$ cat src/rtl/exe_mem_pipe_if.sv
`default_nettype none
// ============================================================================
//  Module   : exe_mem_pipe_if
//  Purpose  : EX -> EX/MEM stage -> MEM bundle, including the forwarding
//             probe from ID/EX. slave = pipeline stage, master = neighbours.
//  Revision : 1.0  initial release
// ============================================================================
interface exe_mem_pipe_if #(
    parameter int DATA_W = 16,
    parameter int REG_W  = 4
) ();
    logic              flush;
    logic              valid_in;
    logic              ready_out;
    logic [1:0]        controlmem_in;
    logic              controlwb_in;
    logic [DATA_W-1:0] alu_in;
    logic [DATA_W-1:0] wdata_in;
    logic [REG_W-1:0]  wreg_in;
    logic              mem_ready;
    logic              mem_valid;
    logic              memread_out;
    logic              memwrite_out;
    logic              controlwb_out;
    logic [DATA_W-1:0] alu_out;
    logic [DATA_W-1:0] wdata_out;
    logic [REG_W-1:0]  wreg_out;
    logic [REG_W-1:0]  rs_a;
    logic [REG_W-1:0]  rs_b;
    logic              fwd_hit_a;
    logic              fwd_hit_b;
    logic              fwd_is_load;

    modport slave (
        input  flush, valid_in, controlmem_in, controlwb_in, alu_in, wdata_in,
               wreg_in, mem_ready, rs_a, rs_b,
        output ready_out, mem_valid, memread_out, memwrite_out, controlwb_out,
               alu_out, wdata_out, wreg_out, fwd_hit_a, fwd_hit_b, fwd_is_load
    );

    modport master (
        output flush, valid_in, controlmem_in, controlwb_in, alu_in, wdata_in,
               wreg_in, mem_ready, rs_a, rs_b,
        input  ready_out, mem_valid, memread_out, memwrite_out, controlwb_out,
               alu_out, wdata_out, wreg_out, fwd_hit_a, fwd_hit_b, fwd_is_load
    );
endinterface
`default_nettype wire

$ cat src/rtl/exe_mem_pipe.sv
`default_nettype none
// ============================================================================
//  Module   : exe_mem_pipe
//  Purpose  : EX/MEM pipeline register with valid/ready, 2-entry skid buffer,
//             flush-to-bubble and EX/MEM forwarding hits. Falling-edge clocked.
//  Revision : 1.0  initial release
// ============================================================================
module exe_mem_pipe #(
    parameter int              DATA_W  = 16,
    parameter int              REG_W   = 4,
    parameter logic [REG_W-1:0] NOP_REG = {REG_W{1'b1}}
) (
    input logic           clk,
    input logic           rst,
    exe_mem_pipe_if.slave bus
);
    // Entry layout: {memread, memwrite, controlwb, alu, wdata, wreg}
    localparam int         c_ENT_W   = 3 + 2 * DATA_W + REG_W;
    localparam logic [1:0] c_S_EMPTY = 2'd0;
    localparam logic [1:0] c_S_ONE   = 2'd1;
    localparam logic [1:0] c_S_TWO   = 2'd2;

    logic [1:0]         r_state;
    logic [1:0]         w_state_nxt;
    logic               r_ready;
    logic [c_ENT_W-1:0] r_main;
    logic [c_ENT_W-1:0] r_skid;
    logic [c_ENT_W-1:0] w_in_ent;
    logic [c_ENT_W-1:0] w_main_d;
    logic [c_ENT_W-1:0] w_out_ent;
    logic               w_main_vld;
    logic               w_accept;
    logic               w_drain;
    logic               w_load_main;
    logic               w_load_skid;
    logic               w_main_from_skid;

    assign w_in_ent = {(bus.controlmem_in == 2'b01), (bus.controlmem_in == 2'b10),
                       bus.controlwb_in, bus.alu_in, bus.wdata_in, bus.wreg_in};

    assign w_main_vld = (r_state != c_S_EMPTY);
    assign w_accept   = bus.valid_in & r_ready;
    assign w_drain    = w_main_vld & bus.mem_ready;
    assign w_main_d   = w_main_from_skid ? r_skid : w_in_ent;

    always_comb begin
        w_state_nxt      = r_state;
        w_load_main      = 1'b0;
        w_load_skid      = 1'b0;
        w_main_from_skid = 1'b0;
        if (bus.flush) begin
            w_state_nxt = c_S_EMPTY;
        end else begin
            case (r_state)
                c_S_EMPTY: begin
                    if (w_accept) begin
                        w_state_nxt = c_S_ONE;
                        w_load_main = 1'b1;
                    end
                end
                c_S_ONE: begin
                    if (w_accept && w_drain) begin
                        w_load_main = 1'b1;
                    end else if (w_drain) begin
                        w_state_nxt = c_S_EMPTY;
                    end else if (w_accept) begin
                        w_state_nxt = c_S_TWO;
                        w_load_skid = 1'b1;
                    end
                end
                c_S_TWO: begin
                    if (w_drain) begin
                        w_state_nxt      = c_S_ONE;
                        w_load_main      = 1'b1;
                        w_main_from_skid = 1'b1;
                    end
                end
                default: w_state_nxt = c_S_EMPTY;
            endcase
        end
    end

    // Entry payloads need no reset: a bubble is forced on the outputs while EMPTY.
    always_ff @(negedge clk) begin
        if (!rst) begin
            r_state <= c_S_EMPTY;
            r_ready <= 1'b1;
        end else begin
            r_state <= w_state_nxt;
            r_ready <= (w_state_nxt != c_S_TWO);
            if (w_load_main) r_main <= w_main_d;
            if (w_load_skid) r_skid <= w_in_ent;
        end
    end

    assign w_out_ent = w_main_vld ? r_main
                                  : {3'b000, {DATA_W{1'b0}}, {DATA_W{1'b0}}, NOP_REG};

    assign bus.ready_out = r_ready;
    assign bus.mem_valid = w_main_vld;
    assign {bus.memread_out, bus.memwrite_out, bus.controlwb_out,
            bus.alu_out, bus.wdata_out, bus.wreg_out} = w_out_ent;

    // Only the main entry is visible to ID/EX; the skid entry is never forwarded.
    assign bus.fwd_hit_a   = w_main_vld & bus.controlwb_out & (bus.wreg_out == bus.rs_a)
                             & (bus.wreg_out != NOP_REG);
    assign bus.fwd_hit_b   = w_main_vld & bus.controlwb_out & (bus.wreg_out == bus.rs_b)
                             & (bus.wreg_out != NOP_REG);
    assign bus.fwd_is_load = w_main_vld & bus.memread_out;
endmodule
`default_nettype wire

$ cat src/flat_wrapper.sv
// flat-port wrapper written by rule: the top's interface ports become plain ports
module exe_mem_pipe_flat 
#(
    parameter int              DATA_W  = 16,
    parameter int              REG_W   = 4,
    parameter logic [REG_W-1:0] NOP_REG = {REG_W{1'b1}}
)
  (clk, rst, bus_flush, bus_valid_in, bus_controlmem_in, bus_controlwb_in, bus_alu_in, bus_wdata_in, bus_wreg_in, bus_mem_ready, bus_rs_a, bus_rs_b, bus_ready_out, bus_mem_valid, bus_memread_out, bus_memwrite_out, bus_controlwb_out, bus_alu_out, bus_wdata_out, bus_wreg_out, bus_fwd_hit_a, bus_fwd_hit_b, bus_fwd_is_load);
  exe_mem_pipe_if #(.DATA_W(DATA_W), .REG_W(REG_W)) bus_i ();
  input logic clk;
  input logic rst;
  input wire logic [$bits(bus_i.flush)-1:0] bus_flush;
  input wire logic [$bits(bus_i.valid_in)-1:0] bus_valid_in;
  input wire logic [$bits(bus_i.controlmem_in)-1:0] bus_controlmem_in;
  input wire logic [$bits(bus_i.controlwb_in)-1:0] bus_controlwb_in;
  input wire logic [$bits(bus_i.alu_in)-1:0] bus_alu_in;
  input wire logic [$bits(bus_i.wdata_in)-1:0] bus_wdata_in;
  input wire logic [$bits(bus_i.wreg_in)-1:0] bus_wreg_in;
  input wire logic [$bits(bus_i.mem_ready)-1:0] bus_mem_ready;
  input wire logic [$bits(bus_i.rs_a)-1:0] bus_rs_a;
  input wire logic [$bits(bus_i.rs_b)-1:0] bus_rs_b;
  output wire logic [$bits(bus_i.ready_out)-1:0] bus_ready_out;
  output wire logic [$bits(bus_i.mem_valid)-1:0] bus_mem_valid;
  output wire logic [$bits(bus_i.memread_out)-1:0] bus_memread_out;
  output wire logic [$bits(bus_i.memwrite_out)-1:0] bus_memwrite_out;
  output wire logic [$bits(bus_i.controlwb_out)-1:0] bus_controlwb_out;
  output wire logic [$bits(bus_i.alu_out)-1:0] bus_alu_out;
  output wire logic [$bits(bus_i.wdata_out)-1:0] bus_wdata_out;
  output wire logic [$bits(bus_i.wreg_out)-1:0] bus_wreg_out;
  output wire logic [$bits(bus_i.fwd_hit_a)-1:0] bus_fwd_hit_a;
  output wire logic [$bits(bus_i.fwd_hit_b)-1:0] bus_fwd_hit_b;
  output wire logic [$bits(bus_i.fwd_is_load)-1:0] bus_fwd_is_load;
  assign bus_i.flush = bus_flush;
  assign bus_i.valid_in = bus_valid_in;
  assign bus_i.controlmem_in = bus_controlmem_in;
  assign bus_i.controlwb_in = bus_controlwb_in;
  assign bus_i.alu_in = bus_alu_in;
  assign bus_i.wdata_in = bus_wdata_in;
  assign bus_i.wreg_in = bus_wreg_in;
  assign bus_i.mem_ready = bus_mem_ready;
  assign bus_i.rs_a = bus_rs_a;
  assign bus_i.rs_b = bus_rs_b;
  assign bus_ready_out = bus_i.ready_out;
  assign bus_mem_valid = bus_i.mem_valid;
  assign bus_memread_out = bus_i.memread_out;
  assign bus_memwrite_out = bus_i.memwrite_out;
  assign bus_controlwb_out = bus_i.controlwb_out;
  assign bus_alu_out = bus_i.alu_out;
  assign bus_wdata_out = bus_i.wdata_out;
  assign bus_wreg_out = bus_i.wreg_out;
  assign bus_fwd_hit_a = bus_i.fwd_hit_a;
  assign bus_fwd_hit_b = bus_i.fwd_hit_b;
  assign bus_fwd_is_load = bus_i.fwd_is_load;
  exe_mem_pipe #(.DATA_W(DATA_W), .REG_W(REG_W), .NOP_REG(NOP_REG)) u_core (.clk(clk), .rst(rst), .bus(bus_i));
endmodule
$ cat config.mk
export PLATFORM = sky130hd
export DESIGN_NAME = exe_mem_pipe_flat
export DESIGN_NICKNAME = d
export VERILOG_FILES = /design/src/rtl/exe_mem_pipe_if.sv /design/src/rtl/exe_mem_pipe.sv /design/src/flat_wrapper.sv
export SDC_FILE = /design/constraint.sdc
export NUM_CORES = 1
export LEC_CHECK = 0
export BUFFER_PORTS_ARGS = -buffer_cell sky130_fd_sc_hd__buf_2
export CELL_PAD_IN_SITES_DETAIL_PLACEMENT = 1
export CELL_PAD_IN_SITES_GLOBAL_PLACEMENT = 2
export CORE_ASPECT_RATIO = 0.6
export CORE_MARGIN = 2
export CORE_UTILIZATION = 40
export CTS_BUF_LIST = sky130_fd_sc_hd__clkbuf_4 sky130_fd_sc_hd__clkbuf_8
export DETAILED_ROUTE_END_ITERATION = 10
export GPL_TIMING_DRIVEN = 0
export PLACE_DENSITY = 0.86
export SETUP_SLACK_MARGIN = 0.02
export SLEW_MARGIN = 0
export SYNTH_ARGS = -nofsm -noshare
export SYNTH_HDL_FRONTEND = slang
export SYNTH_SLANG_ARGS = --single-unit
$ cat constraint.sdc
create_clock -name clk -period 6.6 [get_ports clk]
set_input_delay 0 -clock clk [delete_from_list [all_inputs] [get_ports clk]]
set_output_delay 0 -clock clk [all_outputs]
set_load 0.01 [all_outputs]
; After elaboration in Yosys (flattened, before gate mapping)
; Index checks and enable logic that the tools add are counted.
[word_totals]
ff_bits = 81
[op_classes]
muxes = 20
n_bitwise = 8
n_eq_ne = 8
n_reduce_logical = 5
[op_table]
columns = operator, count
row1 = 39-bit 2-to-1 mux, 2
row2 = 2-bit 2-to-1 mux, 6
row3 = 1-bit 2-to-1 mux, 10
row4 = 1-bit bitwise AND, 8
row5 = 4-bit == test, 2
row6 = 2-bit case mux with 3 select lines, 1
row7 = 2-bit by 1-bit == test with 1-bit output (second input constant), 2
row8 = 2-bit == test (second input constant), 2
row9 = 4-bit inequality test (second input constant), 1
row10 = 2-bit AND reduction, 2
row11 = 1-bit case mux with 3 select lines, 1
row12 = 2-bit logical NOT, 1
row13 = 2-bit inequality test (second input constant), 1
row14 = 2-bit nonzero test, 1
row15 = 1-bit logical AND, 1

; Depth between registers and ports, before layout
; Gate-level depths: netlist of the first run.
[logic_depth]
depth_word = 7
depth_mapped = 5
mapped_depth_nobuf = 5

==> results of run 1 <==
==> kinds of logic after synthesis <==
group | after synthesis | synth area share [%]
AO/OA/AOI/OAI | 11 | 1.89
XOR/XNOR | 4 | 1.02
buffers and inverters | 16 | 2.87
flip-flops | 81 | 69.8
multiplexers | 39 | 13.9
AND/OR/NAND/NOR | 61 | 10.5
==> worst paths after layout <==
check | start | to | slack, ns | cells past startpoint
worst min register to register | u_core.r_skid[24] | u_core.r_main[24] | 0.54 | 1
worst min-delay path | bus_rs_a[2] | bus_fwd_hit_a | 0.36 | 4
worst max register to register | u_core.r_state[0] | u_core.r_main[26] | 4.43 | 4
worst max-delay path | u_core.r_state[0] | bus_wdata_out[6] | 1.03 | 6
==> cell usage after synthesis <==
master / number / area (um2)
xnor2_1: 4 / 35.0
and3b_4: 1 / 12.5
clkbuf_1: 4 / 15.0
nor2b_1: 3 / 18.8
mux2_4: 10 / 150
buf_12: 1 / 20.0
and3b_1: 1 / 8.76
nor4_1: 2 / 12.5
buf_8: 1 / 15.0
o21bai_1: 1 / 7.51
buf_4: 3 / 22.5
nor2_1: 5 / 18.8
inv_1: 7 / 26.3
o21ai_0: 4 / 20.0
o22a_1: 2 / 17.5
nand2b_1: 5 / 31.3
edfxtp_1: 78 / 2340
a21oi_1: 4 / 20.0
dfxtp_1: 3 / 60.1
and2_1: 35 / 219
mux2_2: 29 / 327
and3_1: 2 / 12.5
nand2_1: 6 / 22.5
nand4_1: 1 / 6.26
==> layer usage <==
metal	GRT usage (%)	up-vias	part of all wire, %
met4	9.97	0	1.2
met1	21.0	1102	43
met3	10.7	12	8.7
met2	26.4	84	47
met5	0	-	0
li1	-	1148	-
==> per-stage QoR <==
step                      worst slack, ns  util [%]
after floorplan                     0.613         -
after global placement             -0.592      48.1
after detailed placement             1.46      48.9
after CTS                           0.971      54.6
after global routing                0.781      54.6
final                                1.03      54.6
==> critical path, delay by kind of cell, from the launching register on <==
kind / cells / cell delay [ns]
buffers and inverters: 4 / 1.08
DFF: 1 / 0.40
and+or+nand+nor: 2 / 0.38
==> state kept, by name (all words and copies together) (netlist names) <==
register              flops
u_core.r_main            39
u_core.bus.ready_out      1
u_core.r_skid            39
u_core.r_state            2
==> layout make-up <==
| type | instances | area, um2 |
|---|---|---|
| clock inverters | 86 | 357 |
| inverters | 6 | 22.5 |
| plain buffers | 9 | 72.6 |
| fillers | 921 | 3820 |
| multi-input cells | 115 | 952 |
| clock buffers | 9 | 124 |
| well taps | 112 | 140 |
| flip-flops and latches | 81 | 2400 |
| repair buffers | 97 | 531 |
==> power groups by stage <==
| stage | Combinational [mW] | Clock [mW] | Sequential, mW |
|---|---|---|---|
| after detailed placement | 0.0834 | 0.0739 | 0.591 |
| after CTS | 0.0843 | 0.572 | 0.583 |
| after global routing | 0.0920 | 0.631 | 0.583 |
| after floorplan | 0.0413 | 0.0739 | 0.590 |
| final | 0.0825 | 0.540 | 0.584 |
| after global placement | 0.0770 | 0.0739 | 0.591 |
==> flow_summary_export.csv, run 1 <==
group,metric,value,unit
route,via_count,2346,
synth,synth_cell_types,24,
global_routing,grt.total_usage,18.1,%
synth,synth_nets,264,
worst_hold_path,holdCritPathClass,"in -> out",
placed_design,io_buffers,95,
sta,finalSetupViolCount,0,
worst_setup_path,crit_fanout,10,
route,drtPass1Iterations,4,
power_and_ir_drop,power_frac_clock,44.8,%
global_routing,grt_pass1_wl,12200,um
sta,hold_viol,0,
route,routed_wirelength,7740,um
synth,netlist_area,0.00344,mm2
floorplan,start_util,40.8,%
synth,synth_seq_cells,81,
power_and_ir_drop,leakage,2.12,nW
floorplan,dieWidth,124,um
floorplan,dieArea,0.00938,mm2
clocking,cts_sinks,81,
finish,drive_above_1_share,39.2,%
synth,synth_warnings,0,
route,drt_iter0_drc,78,
sta,clock_skew,0.0241,ns
clocking,clk_pin_slew,0.04,ns
synth,synthCells,212,
sta,grt_setup_unrepaired,"no",
sta,max_slew_margin,47.5,%
floorplan,io_pins,96,
power_and_ir_drop,power_frac_comb,6.8,%
power_and_ir_drop,seqPwrFrac,48.4,%
finish,final_cell_area,0.00460,mm2
route,ant_nets,0,
worst_setup_path,worstSetupEndpointType,"output pin",
finish,final_cells,515,
clocking,cts_buffer_depth,2,
finish,final_nets,452,
floorplan,core-area,0.00843,mm2
worst_setup_path,crit_path_cell_trace,"nor2_1 -> inv_1 -> clkbuf_1 -> clkbuf_1 -> and2_1 -> buf_2",
finish,n_antenna_cell,0,
power_and_ir_drop,sw_frac_of_total,29.1,%
worst_setup_path,max_stage_delay,0.44,ns
global_routing,grt_start_max_net_pins,21,
finish,area_delta_synth_final,33.7,%
clocking,cts_made_buffers,9,
clocking,cts_hold_buffers,0,
clocking,clockRootBuffer,"clkbuf_8",
sta,fin_hold_ws,0.362,ns
power_and_ir_drop,internal_power,0.855,mW
placed_design,hpwlAfterDp,5230,um
run,cap_violations,0,
global_routing,antenna_found_initial,0,
power_and_ir_drop,p_per_area,262,mW/mm2
power_and_ir_drop,irDropWorstVdd,0.000167,V
placed_design,dp_cells,421,
placed_design,place.gp.congestion,0.756,
worst_setup_path,arrival,5.57,ns
floorplan,dieHeight,75.8,um
worst_setup_path,cp.required,6.60,ns
clocking,clock_latency,0.42,ns
sta,setup_tns,0,ns
clocking,cts_tree,"built",
global_routing,overflow,0,
worst_setup_path,cp_common_cell,"clkbuf_1",
synth,avgSynthCellArea,16.2,um2
outcome,outcome,"complete, no violations",
synth,ys_seq_area_share,69.8,%
route,drc,0,
clocking,htree_num_levels,3,
sta,maxSlewViolCount,0,
clocking,cts_resized,0,
finish,final_common_cell,"buf_2",
global_routing,grt_pass1_vias,2561,
worst_setup_path,worstSetupPathType,"reg -> out",
worst_setup_path,slowest_stage,"clkbuf_1",
route,via_per_inst,4.56,
placed_design,dpl-instance-area,0.00412,mm2
power_and_ir_drop,p_total,1.21,mW
floorplan,rows,26,
route,wl_per_cell,15.0,um
power_and_ir_drop,power.switching,0.351,mW
worst_setup_path,start_kind,"register",
finish,layout_common_cells,"buf_2 (95), inv_1 (87), edfxtp_1 (78)",
clocking,post_cts_buffers,0,
sta,tightest_slew,0.786,ns
(Power assumes the default switching activity.)
==> run 2, diff against run 1 <==
ABC_AREA = 1   (was default)
CORE_UTILIZATION = 30   (was 40)
PLACE_DENSITY = 0.77   (was 0.86)
clock period = 4.55 ns   (was 6.6 ns; I/O delays follow)
==> run 2 against run 1 <==
Effect of this change:
- power is 55% higher
- clock skew is 0.0069 ns lower
- area after synthesis is 2.7% higher
- synthesized cell count is 65% higher
- highest routed layer unchanged
==> flow_summary_export.csv, run 2 <==
group,metric,value,unit
outcome,outcome,"complete, no violations",
synth,synth_cell_types,19,
clocking,cts_hold_buffers,0,
finish,drive_above_1_share,24.0,%
power_and_ir_drop,p_per_area,387,mW/mm2
run,cap_violations,0,
sta,clock_skew,0.0173,ns
route,via_per_inst,4.16,
power_and_ir_drop,leakage,2.63,nW
synth,synthArstFlopShare,0,%
sta,tightest_slew,0.790,ns
synth,ys_seq_area_share,68.0,%
clocking,cts_resized,0,
finish,final_cells,702,
global_routing,antenna_found_initial,0,
placed_design,place.gp.congestion,0.705,
clocking,clock_latency,0.42,ns
floorplan,dieArea,0.0127,mm2
route,drt_iter0_drc,87,
finish,area_delta_synth_final,36.4,%
route,drc,0,
clocking,cts_sinks,81,
clocking,clk_pin_slew,0.03,ns
sta,fin_ws,0.502,ns
floorplan,io_pins,96,
worst_setup_path,worstSetupEndpointType,"output pin",
placed_design,pre_cts_ws,0.574,ns
synth,synth_seq_cells,81,
worst_setup_path,worstSetupPathType,"reg -> out",
synth,synth_warnings,0,
floorplan,dieWidth,144,um
finish,n_antenna_cell,0,
synth,yosys.area_share.adder,0,%
synth,synthCells,349,
synth,synth_compound_area_share,6.37,%
route,routed_wirelength,9060,um
clocking,cts_buffer_depth,2,
route,via_count,2921,
sta,finalSetupViolCount,0,
route,drtPass1Iterations,6,
floorplan,dieHeight,88.1,um
synth,synth_nets,401,
floorplan,rows,30,
worst_hold_path,holdCritPathClass,"in -> out",
route,wl_per_cell,12.9,um
synth,yosysMostFrequentCell,"inv_1",
sta,fin_hold_ws,0.376,ns
worst_setup_path,crit_fanout,10,
global_routing,grt_start_max_net_pins,24,
synth,avgSynthCellArea,10.1,um2
worst_setup_path,reg2reg_slack,2.29,ns
floorplan,core-area,0.0114,mm2
synth,synth_edf_count,78,
synth,synth_xor_area_share,0.496,%
global_routing,grt.total_usage,15.0,%
synth,yosys.area_share.simple,13.3,%
synth,synthTopCellsByArea,"edfxtp_1 (66%), inv_1 (9.5%), nand2_1 (6.5%), nor2_1 (5.0%), o21ai_1 (3.3%)",
finish,final_nets,589,
synth,synth_top_family_by_area,"simple AND/OR/NAND/NOR gates",
sta,setup_tns,0,ns
worst_setup_path,cp.required,4.55,ns
sta,hold_viol,0,
clocking,clockRootBuffer,"clkbuf_8",
finish,layout_common_cells,"inv_1 (170), buf_2 (101), edfxtp_1 (78)",
floorplan,start_util,31.1,%
clocking,cts_tree,"built",
placed_design,dpl-instance-area,0.00428,mm2
finish,final_cell_area,0.00482,mm2
clocking,htree_num_levels,3,
clocking,cts_made_buffers,9,
synth,synth.top_cells.by_count,"inv_1 (89), edfxtp_1 (78), nand2_1 (61)",
finish,top_regs,"u_core.r_main x39, u_core.r_skid x39, u_core.r_state x2",
synth,netlist_area,0.00353,mm2
synth,synth_top_area_share,66.3,%
placed_design,io_buffers,95,
worst_setup_path,start_kind,"register",
power_and_ir_drop,irDropWorstVdd,0.000168,V
global_routing,grt_pass1_wl,14200,um
synth,ys.flop_type,"edfxtp_1",
clocking,post_cts_buffers,0,
sta,maxSlewViolCount,0,
global_routing,overflow,0,
worst_setup_path,arrival,4.05,ns
finish,final_common_cell,"inv_1",
synth,yosysTopAreaCell,"edfxtp_1",
synth,synthMuxAreaShare,0,%
sta,grt_setup_unrepaired,"no",
global_routing,grt_pass1_vias,3183,
sta,max_slew_margin,47.2,%
route,ant_nets,0,
placed_design,dp_cells,606,
placed_design,hpwlAfterDp,6270,um
==> run 2: cells by family after synthesis <==
family | after synthesis
and+or+nand+nor | 119
buffers and inverters | 102
DFF | 81
AOI/OAI and AO/OA | 45
xor gates and xnor gates | 2
==> run 2: worst max-delay path, cell delays in order (launching register included) <==
cell and delay (ns):
dfxtp_1 0.34, nor2_2 0.41, nor2_1 0.17, inv_1 0.13
nand2_1 0.06, nand3_1 0.09, nor2_1 0.05, buf_2 0.13
==> run 2: cell type report <==
class	count	area, um2
fillers	1367	6560
flip-flops and latches	81	2400
multi-input cells	166	729
repair buffers	97	531
clock inverters	88	419
inverters	89	334
well taps	160	200
clock buffers	9	124
plain buffers	12	78.8
==> run 2: worst paths after layout <==
path	start	end	cells past startpoint
max	u_core.r_state[1]	bus_fwd_hit_b	7
min	bus_rs_a[2]	bus_fwd_hit_a	5
max reg2reg	u_core.r_state[1]	u_core.r_main[18]	5
min reg2reg	u_core.r_skid[37]	u_core.r_main[37]	2
==> run 2: layer usage <==
| layer | vias up | wire [um] | global-route usage (%) | part of all wire [%] |
|---|---|---|---|---|
| li1 | 1466 | - | - | - |
| met1 | 1357 | 4090 | 17.3 | 45 |
| met2 | 89 | 4230 | 22.6 | 47 |
| met3 | 9 | 641 | 8.37 | 7.1 |
| met4 | 0 | 90 | 7.75 | 0.99 |
| met5 | - | 0 | 0 | 0 |
==> run 2: stage by stage <==
step,util (%),power (mW)
after floorplan,-,1.01
after global placement,37.1,1.06
after detailed placement,37.6,1.07
after CTS,42.4,1.92
after global routing,42.4,2.01
final,42.4,1.86
==> run 2: where the power goes <==
group | internal [mW] | leakage [nW] | switching (mW)
combinational | 0.0440 | 1.34 | 0.0640
clock | 0.457 | 0.557 | 0.457
sequential | 0.838 | 0.734 | 0.00399
==> run 3, diff against run 2 <==
CORE_UTILIZATION = 33   (was 30)
PLACE_DENSITY = 0.81   (was 0.77)
SETUP_SLACK_MARGIN = 0.1   (was 0.02)
clock period = 3.9 ns   (was 4.55 ns; I/O delays follow)
==> run 3 against run 2 <==
Effect of this change:
- register-to-register slack got worse by 0.49 ns
- non-clock buffer count did not move
- first-iteration DRC count is 8.0% lower
- worst hold slack got worse by 0.0013 ns
- global-route usage rose by 1.1 points
- critical path depth did not move
==> flow_summary_export.csv, run 3 (synthesis gave the netlist of run 2 again) <==
group,metric,value,unit
finish,n_antenna_cell,0,
clocking,htree_num_levels,3,
sta,finalSetupViolCount,0,
floorplan,core-area,0.0105,mm2
route,wl_per_cell,13.2,um
floorplan,rows,29,
worst_setup_path,worstSetupPathType,"reg -> out",
power_and_ir_drop,leakage,2.61,nW
route,drt_iter0_drc,80,
placed_design,dp_cells,585,
clocking,clock_latency,0.42,ns
power_and_ir_drop,irDropWorstVdd,0.000194,V
route,drc,0,
placed_design,io_buffers,95,
global_routing,grt.total_usage,16.1,%
floorplan,dieHeight,84.2,um
worst_setup_path,worstSetupEndpointType,"output pin",
outcome,outcome,"complete, no violations",
route,drtPass1Iterations,6,
sta,tightest_slew,0.642,ns
clocking,cts_sinks,81,
floorplan,dieWidth,138,um
worst_setup_path,arrival,3.59,ns
global_routing,overflow,0,
finish,final_cell_area,0.00477,mm2
sta,fin_hold_ws,0.374,ns
sta,hold_viol,0,
route,routed_wirelength,9020,um
route,via_per_inst,4.31,
placed_design,place.gp.congestion,0.771,
global_routing,grt_start_max_net_pins,31,
placed_design,dpl-instance-area,0.00425,mm2
clocking,cts_tree,"built",
finish,final_nets,589,
sta,clock_skew,0.0304,ns
floorplan,start_util,33.7,%
clocking,clockRootBuffer,"clkbuf_8",
sta,grt_setup_unrepaired,"no",
clocking,post_cts_buffers,0,
sta,max_slew_margin,57.1,%
finish,drive_above_1_share,24.4,%
power_and_ir_drop,p_total,2.11,mW
finish,final_common_cell,"inv_1",
placed_design,hpwlAfterDp,6250,um
clocking,cts_made_buffers,9,
clocking,cts_buffer_depth,2,
worst_setup_path,crit_fanout,6,
finish,final_cells,681,
finish,layout_common_cells,"inv_1 (169), buf_2 (101), edfxtp_1 (78)",
clocking,clk_pin_slew,0.04,ns
finish,top_regs,"u_core.r_main x39, u_core.r_skid x39, u_core.r_state x2",
finish,area_delta_synth_final,35.0,%
route,via_count,2938,
route,ant_nets,0,
floorplan,io_pins,96,
power_and_ir_drop,p_per_area,442,mW/mm2
worst_hold_path,holdCritPathClass,"in -> out",
floorplan,dieArea,0.0116,mm2
run,cap_violations,0,
global_routing,grt_pass1_vias,3160,
global_routing,grt_pass1_wl,14100,um
sta,maxSlewViolCount,0,
global_routing,antenna_found_initial,0,
worst_setup_path,start_kind,"register",
worst_setup_path,cp.required,3.90,ns
[run 3: final timing paths]
kind / start / to / slack, ns / cells past startpoint
setup / recovery: u_core.r_state[0] / bus_fwd_hit_a / 0.31 / 7
hold / removal: bus_rs_b[2] / bus_fwd_hit_b / 0.37 / 5
setup reg to reg: u_core.r_state[1] / u_core.r_main[24] / 1.80 / 5
hold reg to reg: u_core.r_skid[18] / u_core.r_main[18] / 0.57 / 2
[run 3: where the power goes]
| part | total, mW | leakage (nW) | switching (mW) | internal, mW |
|---|---|---|---|---|
| clock network | 0.996 | 0.538 | 0.528 | 0.468 |
| logic | 0.126 | 1.34 | 0.0748 | 0.0515 |
| registers | 0.983 | 0.734 | 0.00522 | 0.978 |
| total | 2.11 | 2.61 | 0.608 | 1.50 |
[run 3: final cells by class]
type                       count  area, um2
clock buffer                   9        124
buffer                        12       78.8
tap                          139        174
timing repair buffer          97        523
sequential                    81       2400
multi-input combinational    166        737
fill                        1276       5720
inverter                      89        334
clock inverter                88        395
[run 3: repair_timing]
action / 4_1_cts / 5_1_grt
gates resized for setup: 0 / 2
hold buffers: 0 / 0
endpoints found under the setup margin: 0 / 20
hold endpoints to repair: 0 / 0
[run 3: layer usage]
metal,routed length [um],vias to the layer above,track usage (%)
met5,0,-,0
met4,48,0,6.75
met3,649,8,8.21
met2,4380,90,25.7
met1,3940,1377,18.2
li1,-,1463,-
[run 3: critical path: stages, from the launching register on]
cell and delay, ns:
dfxtp_1 0.42, inv_1 0.13, nand2_2 0.15, nand2_1 0.10
nor2_1 0.13, nand3_1 0.08, nor2_1 0.09, buf_2 0.13
[run 3: metrics by stage]
step / setup slack (ns) / TNS (ns) / utilization (%)
6_report: 0.309 / 0 / 45.5
5_1_grt: 0.151 / 0 / 45.5
4_1_cts: 0.138 / 0 / 45.4
3_3_place_gp: -0.476 / -36.46 / 39.9
2_1_floorplan: 0.185 / 0 / -
3_5_place_dp: 0.337 / 0 / 40.5
